<file path="config.mk">
export PLATFORM = sky130hd
export DESIGN_NAME = writeback_unit
export DESIGN_NICKNAME = d
export VERILOG_FILES = /design/src/rtl/writeback_unit.sv
export SDC_FILE = /design/constraint.sdc
export NUM_CORES = 1
export LEC_CHECK = 0
export CORE_MARGIN = 2
export CORE_UTILIZATION = 35
export CTS_BUF_LIST = sky130_fd_sc_hd__clkbuf_4 sky130_fd_sc_hd__clkbuf_8
export DETAILED_ROUTE_END_ITERATION = 10
export GPL_TIMING_DRIVEN = 0
export MAX_ROUTING_LAYER = met4
export SLEW_MARGIN = 15
export SYNTH_ARGS = -nofsm -noshare
export SYNTH_HDL_FRONTEND = slang
export SYNTH_SLANG_ARGS = --single-unit
</file>
<file path="constraint.sdc">
create_clock -name clk -period 11.2 [get_ports clk]
set_input_delay 2.24 -clock clk [delete_from_list [all_inputs] [get_ports clk]]
set_output_delay 2.24 -clock clk [all_outputs]
set_load 0.01 [all_outputs]
</file>
<file path="src/rtl/writeback_unit.sv">
// ============================================================================
// Module : writeback_unit
// Writeback stage: MEM/WB register plus a one-entry slow-unit result buffer
// sharing the register-file write port, with starvation-driven pipeline stall.
// Optional feature macro: WB_PC_REDIRECT_EN (dest=15 writes drive pc_wr_*).
// Revision: 1.0
// ============================================================================
`default_nettype none

module writeback_unit #(
  parameter int STARVE_LIMIT = 4
) (
  input  logic        clk,
  input  logic        rst,
  input  logic        mem_valid,
  input  logic        mem_wb_en,
  input  logic        mem_mem_read,
  input  logic [3:0]  mem_dest,
  input  logic [31:0] mem_alu_result,
  input  logic [31:0] mem_read_data,
  input  logic        freeze,
  input  logic        slow_valid,
  input  logic [3:0]  slow_dest,
  input  logic [31:0] slow_data,
  output logic        slow_ready,
  output logic [3:0]  destWB,
  output logic [31:0] resultWB,
  output logic        writeBackEn,
  output logic        stall_pipe,
`ifdef WB_PC_REDIRECT_EN
  output logic        pc_wr_en,
  output logic [31:0] pc_wr_data,
`endif
  output logic [14:0] busy_mask
);

  localparam logic [3:0] LIMIT = 4'(STARVE_LIMIT);
  localparam logic [3:0] PC_DEST = 4'd15;

  logic        wb_valid;
  logic        wb_wb_en;
  logic        wb_mem_read;
  logic        wb_done;
  logic [3:0]  wb_dest;
  logic [31:0] wb_alu;
  logic [31:0] wb_rdata;

  logic        buf_full;
  logic [3:0]  buf_dest;
  logic [31:0] buf_data;
  logic [3:0]  starve_cnt;

  logic        full_eff;
  logic        pipe_cand;
  logic        slow_grant;
  logic        grant;
  logic [3:0]  sel_dest;
  logic [31:0] sel_data;

  // Everything is masked by rst so a buffered entry is never written during reset.
  always_comb begin
    full_eff   = buf_full & ~rst;
    pipe_cand  = wb_valid & wb_wb_en & ~wb_done & ~rst;
    slow_grant = full_eff & ~pipe_cand;
    grant      = pipe_cand | slow_grant;
    sel_dest   = 4'd0;
    sel_data   = 32'd0;
    if (pipe_cand) begin
      sel_dest = wb_dest;
      sel_data = wb_mem_read ? wb_rdata : wb_alu;
    end else if (slow_grant) begin
      sel_dest = buf_dest;
      sel_data = buf_data;
    end
    writeBackEn = grant && (sel_dest != PC_DEST);
    destWB      = writeBackEn ? sel_dest : 4'd0;
    resultWB    = writeBackEn ? sel_data : 32'd0;
    stall_pipe  = full_eff && (starve_cnt >= LIMIT);
    slow_ready  = ~buf_full & ~rst;
    busy_mask   = 15'd0;
    if (full_eff && (buf_dest != PC_DEST)) begin
      busy_mask[buf_dest] = 1'b1;
    end
  end

`ifdef WB_PC_REDIRECT_EN
  always_comb begin
    pc_wr_en   = grant && (sel_dest == PC_DEST);
    pc_wr_data = pc_wr_en ? sel_data : 32'd0;
  end
`else
  // A granted dest=15 write is consumed here: writeBackEn already excludes it.
`endif

  always_ff @(posedge clk) begin
    if (rst) begin
      wb_valid   <= 1'b0;
      wb_done    <= 1'b0;
      buf_full   <= 1'b0;
      starve_cnt <= 4'd0;
    end else begin
      // freeze outranks stall_pipe; done frees the port for the buffer
      if (freeze) begin
        wb_done <= 1'b1;
      end else if (stall_pipe) begin
        wb_valid <= 1'b0;
        wb_done  <= 1'b0;
      end else begin
        wb_valid <= mem_valid;
        wb_done  <= 1'b0;
      end

      if (slow_grant) begin
        buf_full   <= 1'b0;
        starve_cnt <= 4'd0;
      end else if (buf_full) begin
        if (starve_cnt != 4'hF) begin
          starve_cnt <= starve_cnt + 4'd1;
        end
      end else begin
        starve_cnt <= 4'd0;
        if (slow_valid && slow_ready) begin
          buf_full <= 1'b1;
        end
      end
    end
  end

  // Payload registers need no reset: their valid bits gate every use.
  always_ff @(posedge clk) begin
    if (!rst && !freeze && !stall_pipe) begin
      wb_wb_en    <= mem_wb_en;
      wb_mem_read <= mem_mem_read;
      wb_dest     <= mem_dest;
      wb_alu      <= mem_alu_result;
      wb_rdata    <= mem_read_data;
    end
    if (slow_valid && slow_ready) begin
      buf_dest <= slow_dest;
      buf_data <= slow_data;
    end
  end

endmodule

`default_nettype wire

</file>
==> results of run 1 <==
## cells by family (layout without fill, tap and decap cells)
logic type               Yosys count  after routing  share of synthesized area
flip-flops                       113            113                      0.715
AND/OR/NAND/NOR                   81             81                     0.0826
AO/OA/AOI/OAI                     43             43                      0.102
multiplexers                      33             33                     0.0710
buffers and inverters             15            218                     0.0253
adder cells (fa/ha/maj)            1              1                    0.00269
XOR/XNOR                           1              1                    0.00188
## worst paths after layout
path	slack, ns	cells past startpoint	to
worst max-delay path	4.73	7	resultWB[15]
worst min-delay path	0.48	2	wb_valid
worst max register to register	8.93	7	wb_alu[11]
worst min register to register	0.48	2	wb_valid
## sequential cells by signal, summed over array words and instances, names as in the netlist
| signal | flops |
|---|---|
| wb_wb_en | 1 |
| wb_valid | 1 |
| buf_data | 32 |
| wb_done | 1 |
| wb_mem_read | 1 |
| buf_dest | 4 |
| wb_rdata | 32 |
| wb_dest | 4 |
| wb_alu | 32 |
| starve_cnt | 4 |
| buf_full | 1 |
## worst max-delay path: stages
cell             delay, ns
clkdlybuf4s50_1       0.61
nand4bb_1             0.16
buf_4                 0.17
buf_2                 0.25
nand2_1               0.11
o22ai_2               0.13
clkdlybuf4s50_1       0.55
## where the power goes
group	switching (mW)	internal (mW)
Combinational	0.0393	0.0607
Sequential	0.00691	0.489
Clock	0.153	0.208
## stage by stage
stage | power (mW) | utilization | instance area [um^2] | cells
global placement | 0.602 | 0.498 | 6510 | 627
CTS | 0.970 | 0.533 | 6980 | 666
global route | 0.995 | 0.533 | 6980 | 666
detailed placement | 0.606 | 0.505 | 6610 | 635
finish | 0.957 | 0.533 | 6980 | 666
floorplan | 0.543 | - | 4650 | 287
## cell type report
type                       instances  area share
buffer                            15      0.0169
sequential                       113       0.476
clock inverter                     8      0.0127
clock buffer                      23      0.0400
multi-input combinational        159       0.174
timing repair buffer             172       0.248
tap                              176      0.0316
## cell usage in the layout (no fill, tap or decap), types with 3 or more instances in the layout
cell             count
buf_4                6
nand2_1             36
nor2_1              19
clkbuf_4             6
clkinv_1             3
edfxtp_1           106
nor3_1               5
o22ai_2             29
nand2b_1             4
clkbuf_8            17
o22ai_1              3
mux2i_1             33
dfxtp_1              7
buf_6                9
buf_2                6
nand3_1              3
clkdlybuf4s50_1    164
a32o_1               4
## metal layers
layer  track usage  vias to the layer above  part of all wire
li1              -                     1486                 -
met1         0.195                     1478              0.43
met2         0.268                      103              0.50
met3        0.0599                        6             0.058
met4        0.0610                        0            0.0069
met5             -                        -                 0
==> results by group, run 1 <==
Clock tree
  • Worst skew pair latency: 0.42 ns
  • Setup repair bufs after CTS: 0
  • Post-CTS resize count: 0
  • Clk slew on worst S/H paths: 0.06 ns
  • Htree depth: 4
  • CTS Hold Bufs: 0
  • Clock Path Buffers: 2
  • CTS Buf Count: 17
  • Clock sink count: 113
  • CTS tree: built
  • CTS root buf: clkbuf_8

Global route
  • Initial antenna violation count: 0
  • Vias in the first global route: 3248
  • Largest net degree at the start of global routing: 21
  • Total congestion overflow: 0
  • Global Route Usage Sum: 0.167
  • First-pass GRT wire length: 17000 um

Placement
  • Pre-CTS setup slack: 4.72 ns
  • Routability Congestion: 0.760
  • Post-DP HPWL: 7910 um
  • IO Port Bufs: 164

Logic synthesis
  • Seq cells post-synth: 113
  • Synth cell count leaders: edfxtp_1, nand2_1, mux2i_1
  • Async SR Flop Fraction: 0
  • Yosys cell types: 33
  • Number of flops mapped to enable cells by yosys: 106
  • Most used flip-flop cell after synthesis: edfxtp_1
  • Avg Inst Size Synth: 16.2 um^2
  • Most frequent cell after synthesis: edfxtp_1
  • Mapped Cells: 287
  • Seq/Total Area, Yosys: 0.715
  • Synth top area share: 0.684
  • Synth Net Count: 399
  • Cell accounting for the most synthesized area: edfxtp_1
  • Synth warnings: 0
  • Synth top area cells: edfxtp_1, o22ai_2, mux2i_1
  • Post-Synthesis Cell Area: 0.00465 mm^2

Layout
  • Share of layout cells above drive strength 1: 0.178
  • # nets final: 590
  • Fillers: 1086
  • Area of the multi-input gates: 0.00122 mm^2
  • # diodes: 0
  • Register area: 0.00332 mm^2
  • Layout Area Growth over Synthesis: 50.0%

Floorplan
  • Die H: 119 um
  • # IOs: 165
  • Die Span X: 119 um
  • Floorplan row count: 42
  • Die Area: 0.0142 mm^2
  • Core box area: 0.0131 mm^2
  • Starting Density: 0.355

STA
  • Minimum clock period: 6.47 ns
  • Least-Margin Pin Slew: 0.808 ns
  • WHS: 0.482 ns
  • Hold Violations, Final: 0
  • Skew final: 0.0112 ns
  • Fmax: 155 MHz
  • Pins over their slew limit: 0
  • Setup repair after global routing missed its margin: false
  • Tcrit/Tclk final: 0.577
  • Final setup vio count: 0
  • Relative slew slack: 0.459
  • Setup WS post-layout: 4.73 ns
  • Setup TNS: 0 ns

Critical path
  • Critical path required time: 8.96 ns
  • Reg-to-Reg Start: starve_cnt[2]
  • Setup Crit Path Kind: in -> out
  • CP Capture Type: output port
  • Worst setup SP type: input pin
  • Worst setup path start: rst
  • Critical Path AT: 4.23 ns
  • CP Max Fanout: 10

Routing
  • Residual DRC: 0
  • Final wirelength: 11200 um
  • Router iterations before antenna repair: 6
  • Via density: 4.61
  • Final ANT Viol Nets: 0
  • Via count: 3073
  • Starting DRT DRC Count: 123
  • Avg WL per Cell: 16.8 um

Run status
  • Outcome: completed

Power
  • Peak supply drop: 87.4 uV
  • Pleak: 2.50 nW
  • Power per Cell Area: 137 mW/mm^2

Hold path
  • Hold WC Path Type: reg -> reg
  • Worst hold start: wb_valid

Flow run
  • Max-cap violations: 0
(Power assumes the default switching activity.)
==> run 2: changes to the inputs <==
PLACE_DENSITY = 0.67   (was default)
clock period = 5.3 ns   (was 11.2 ns; I/O delays follow)
==> run 2 against run 1 <==
- count of clock-buffer cells in the layout fell by 2
- clock power is 89% higher
- die area is the same
- global-route usage up 0.36 points
- first-iteration DRC count is 5.7% higher
- routed wire length shrank 0.49%
- largest power group unchanged
==> results by group, run 2 (synthesis gave the netlist of run 1 again) <==
Critical path
  • Reg-to-reg setup timing slack: 3.43 ns
  • Worst R2R End: wb_alu[15]
  • CP Max Fanout: 10
  • CP max-delay cell: clkdlybuf4s50_1
  • FF-to-FF path depth: 5
  • CP Capture Type: output port
  • Worst setup path start: rst
  • Most frequent cell on the critical path: clkdlybuf4s50_1
  • CP cell instances: clkdlybuf4s50_1 -> nand4bb_1 -> buf_4 -> buf_2 -> nand2_1 -> o22ai_2 -> clkdlybuf4s50_1
  • Slowest stage delay, CP: 0.64 ns
  • Setup Crit Path Kind: in -> out
  • Worst setup SP type: input pin
  • Reg-to-Reg Start: starve_cnt[3]
  • Critical Path AT: 3.09 ns
  • CP Capture Point: resultWB[13]
  • Critical path required time: 4.24 ns

Floorplan
  • # IOs: 165
  • Core box area: 0.0131 mm^2
  • Starting Density: 0.355
  • Die Area: 0.0142 mm^2
  • Die H: 119 um
  • Die Span X: 119 um
  • Floorplan row count: 42

Routing
  • Residual DRC: 0
  • Routed wl met3: 726 um
  • Via density: 4.73
  • Starting DRT DRC Count: 130
  • Router iterations before antenna repair: 4
  • Final ANT Viol Nets: 0
  • Final wirelength: 11200 um
  • Metal2 WL: 5560 um
  • Uppermost layer routed: met4
  • Avg WL per Cell: 17.0 um
  • Met1 wire length: 4740 um
  • Via count: 3110

Clock tree
  • Worst skew pair latency: 0.44 ns
  • CTS root buf: clkbuf_8
  • Clock sink count: 113
  • CTS Buf Count: 17
  • CTS Hold Bufs: 0
  • Setup repair bufs after CTS: 0
  • Clock Path Buffers: 2
  • Htree depth: 4
  • Post-CTS resize count: 0
  • Clk slew on worst S/H paths: 0.06 ns
  • CTS tree: built

Power
  • Peak supply drop: 160 uV
  • Total power: 1.94 mW
  • Pleak: 2.47 nW
  • Power per Cell Area: 280 mW/mm^2

STA
  • Final setup vio count: 0
  • Skew final: 0.00647 ns
  • Tcrit/Tclk final: 0.783
  • Minimum clock period: 4.15 ns
  • Least-Margin Pin Slew: 0.630 ns
  • Setup WS post-layout: 1.15 ns
  • Relative slew slack: 0.579
  • Fmax: 241 MHz
  • WHS: 0.489 ns
  • Pins over their slew limit: 0
  • Setup repair after global routing missed its margin: false
  • Hold Violations, Final: 0

Global route
  • Global Route Usage Sum: 0.171
  • First-pass GRT wire length: 17500 um
  • Initial antenna violation count: 0
  • Largest net degree at the start of global routing: 24
  • Total congestion overflow: 0
  • Vias in the first global route: 3370

Hold path
  • Worst hold start: wb_valid
  • Hold WC Path Type: reg -> reg

Layout
  • Share of layout cells above drive strength 1: 0.164
  • Most common cell after layout, fill and taps aside: clkdlybuf4s50_1
  • Fillers: 1091
  • Register area: 0.00332 mm^2
  • Layout Area Growth over Synthesis: 48.9%
  • # diodes: 0
  • # nets final: 587
  • Most frequent cells in the layout: clkdlybuf4s50_1, edfxtp_1, nand2_1, mux2i_1, o22ai_2
  • Largest registers: buf_data x32, wb_alu x32, wb_rdata x32
  • Area of the multi-input gates: 0.00122 mm^2

Placement
  • Post-DP HPWL: 7960 um
  • Pre-CTS setup slack: 1.14 ns
  • Routability Congestion: 0.726
  • IO Port Bufs: 164

Flow run
  • Max-cap violations: 0

Run status
  • Outcome: completed
## run 2: metrics by stage
stage               std cells  area [um^2]  TNS (ns)  utilization
finish                    657         6920         0        0.529
global route              657         6920         0        0.529
detailed placement        632         6620         0        0.506
floorplan                 287         4660         0            -
CTS                       657         6920         0        0.529
global placement          627         6520    -69.61        0.498
## run 2: how the worst min path moves through the flow
stage                           to  cells after the start
final                     wb_valid                      2
after global placement    wb_valid                      2
after detailed placement  wb_valid                      2
after global routing      wb_valid                      2
after floorplan           wb_valid                      2
after CTS                 wb_valid                      2
## run 2: layer usage
layer / track usage / up-vias
met5: - / -
met4: 0.0595 / 0
met3: 0.0575 / 12
met2: 0.275 / 116
met1: 0.201 / 1504
li1: - / 1478
## run 2: report_power, final
group          internal, mW  total, mW  switching (mW)  leakage, nW
Sequential             1.03       1.05          0.0148         1.05
Combinational         0.129      0.212          0.0835         1.25
Clock                 0.367      0.681           0.314        0.162
## run 2: final cells by class
cell class	instances	share of cell area
clock inverters	4	0.00614
flip-flops and latches	113	0.480
repair buffers	169	0.250
well taps	176	0.0318
plain buffers	15	0.0170
clock buffers	21	0.0381
multi-input cells	159	0.177
## run 2: worst max-delay path, delay by kind of cell
family | cells | cell delay [ns]
simple gates | 2 | 0.26
buf+inv | 4 | 1.63
compound gates | 1 | 0.11
==> run 3: changes to the inputs <==
clock period = 3.7 ns   (was 5.3 ns; I/O delays follow)
==> run 3 against run 2 <==
- sequential power up 43%
- critical endpoint is now resultWB[27]
- clock power up 120%
- total power increased by 70%
- highest routed layer unchanged
- critical path type unchanged
- routed wire length shrank 3.1%
- worst hold slack improved by 0.0043 ns
- combinational power is 42% higher
- via count decreased by 1.1%
- register-to-register slack worse by 1.8 ns
- count of clock-buffer cells in the layout is 1 higher
- flip-flop and latch count stayed put
- core utilization up 1.6 points
- sequential share of layout area is 1.4 points lower
==> results by group, run 3 (synthesis gave the netlist of run 1 again) <==
Run status
  • Outcome: completed

Floorplan
  • Die Area: 0.0142 mm^2
  • Starting Density: 0.355
  • Die H: 119 um
  • Core box area: 0.0131 mm^2
  • # IOs: 165
  • Floorplan row count: 42
  • Die Span X: 119 um

Global route
  • First-pass GRT wire length: 16600 um
  • Global Route Usage Sum: 0.162
  • Largest net degree at the start of global routing: 23
  • Total congestion overflow: 0
  • Initial antenna violation count: 0
  • Vias in the first global route: 3244

STA
  • Hold Violations, Final: 0
  • Relative slew slack: 0.470
  • Tcrit/Tclk final: 0.948
  • Least-Margin Pin Slew: 0.793 ns
  • WHS: 0.493 ns
  • Fmax: 285 MHz
  • Skew final: 0.0108 ns
  • Setup WS post-layout: 0.192 ns
  • Minimum clock period: 3.51 ns
  • Pins over their slew limit: 0
  • Setup repair after global routing missed its margin: false
  • Final setup vio count: 0

Clock tree
  • CTS Buf Count: 17
  • CTS Hold Bufs: 0
  • Clk slew on worst S/H paths: 0.06 ns
  • Post-CTS resize count: 0
  • Htree depth: 4
  • Clock sink count: 113
  • Clock Path Buffers: 2
  • Worst skew pair latency: 0.43 ns
  • CTS root buf: clkbuf_8
  • Setup repair bufs after CTS: 0
  • CTS tree: built

Placement
  • IO Port Bufs: 164
  • Pre-CTS setup slack: 0.149 ns
  • Post-DP HPWL: 7760 um
  • Placed insts: 632
  • Routability Congestion: 0.776

Layout
  • Fillers: 1051
  • Register area: 0.00332 mm^2
  • Most common cell after layout, fill and taps aside: clkdlybuf4s50_1
  • # diodes: 0
  • Most frequent cells in the layout: clkdlybuf4s50_1, edfxtp_1, nand2_1, mux2i_1, o22ai_2
  • Finished Layout Cells: 664
  • Layout Area Growth over Synthesis: 53.3%
  • Share of layout cells above drive strength 1: 0.180
  • # nets final: 587
  • Area of the multi-input gates: 0.00122 mm^2
  • Largest registers: buf_data x32, wb_alu x32, wb_rdata x32

Routing
  • Final ANT Viol Nets: 0
  • Starting DRT DRC Count: 174
  • Residual DRC: 0
  • Final wirelength: 10800 um
  • Via density: 4.63
  • Avg WL per Cell: 16.3 um
  • Via count: 3077
  • Router iterations before antenna repair: 4

Critical path
  • Worst setup SP type: input pin
  • CP Capture Type: output port
  • Critical Path AT: 2.77 ns
  • CP Max Fanout: 10
  • Critical path required time: 2.96 ns
  • Setup Crit Path Kind: in -> out
  • FF-to-FF path depth: 5

Power
  • Pleak: 2.57 nW
  • Power per Cell Area: 463 mW/mm^2
  • Peak supply drop: 316 uV

Hold path
  • WHS Path Cells: 2
  • Hold WC Path Type: reg -> reg

Flow run
  • Max-cap violations: 0
-- run 3: changes by cell type in the layout (fill, tap and decap cells not counted), sizes merged --
cell / before / now
bufinv: 1 / 7
clkbuf: 22 / 23
-- run 3: final timing paths --
kind            startpoint      endpoint  slack [ns]
max                    rst  resultWB[27]        0.19
min               wb_valid      wb_valid        0.49
max reg2reg  starve_cnt[3]  wb_rdata[18]        1.62
min reg2reg       wb_valid      wb_valid        0.49
-- run 3: where the power goes --
| group | internal (mW) | switching, mW |
|---|---|---|
| combinational | 0.184 | 0.118 |
| clock | 1.01 | 0.493 |
| sequential | 1.48 | 0.0212 |
-- run 3: worst max-delay path, stage by stage --
cell	delay, ns
clkdlybuf4s50_1	0.64
nand4bb_1	0.18
buf_4	0.18
buf_2	0.24
nand2_1	0.09
o22ai_2	0.13
clkdlybuf4s50_1	0.56
-- run 3: metrics by stage --
| stage | cell area (um^2) | TNS [ns] | power, mW | utilization |
|---|---|---|---|---|
| CTS | 7130 | 0 | 3.33 | 0.545 |
| global route | 7130 | 0 | 3.41 | 0.545 |
| finish | 7130 | 0 | 3.30 | 0.545 |
| floorplan | 4660 | 0 | 1.64 | - |
| global placement | 6520 | -55.48 | 1.82 | 0.499 |
| detailed placement | 6610 | 0 | 1.83 | 0.505 |
-- run 3: metal layers --
metal	vias up	global-route usage	wire length, um
li1	1480	-	-
met1	1467	0.187	4580
met2	119	0.256	5250
met3	11	0.0699	871
met4	0	0.0506	106
met5	-	-	0
-- run 3: final cells by class --
type	count	area share
flip-flops and latches	113	0.466
well taps	176	0.0309
clock inverters	10	0.0321
multi-input cells	159	0.171
plain buffers	15	0.0165
repair buffers	169	0.242
clock buffers	22	0.0407
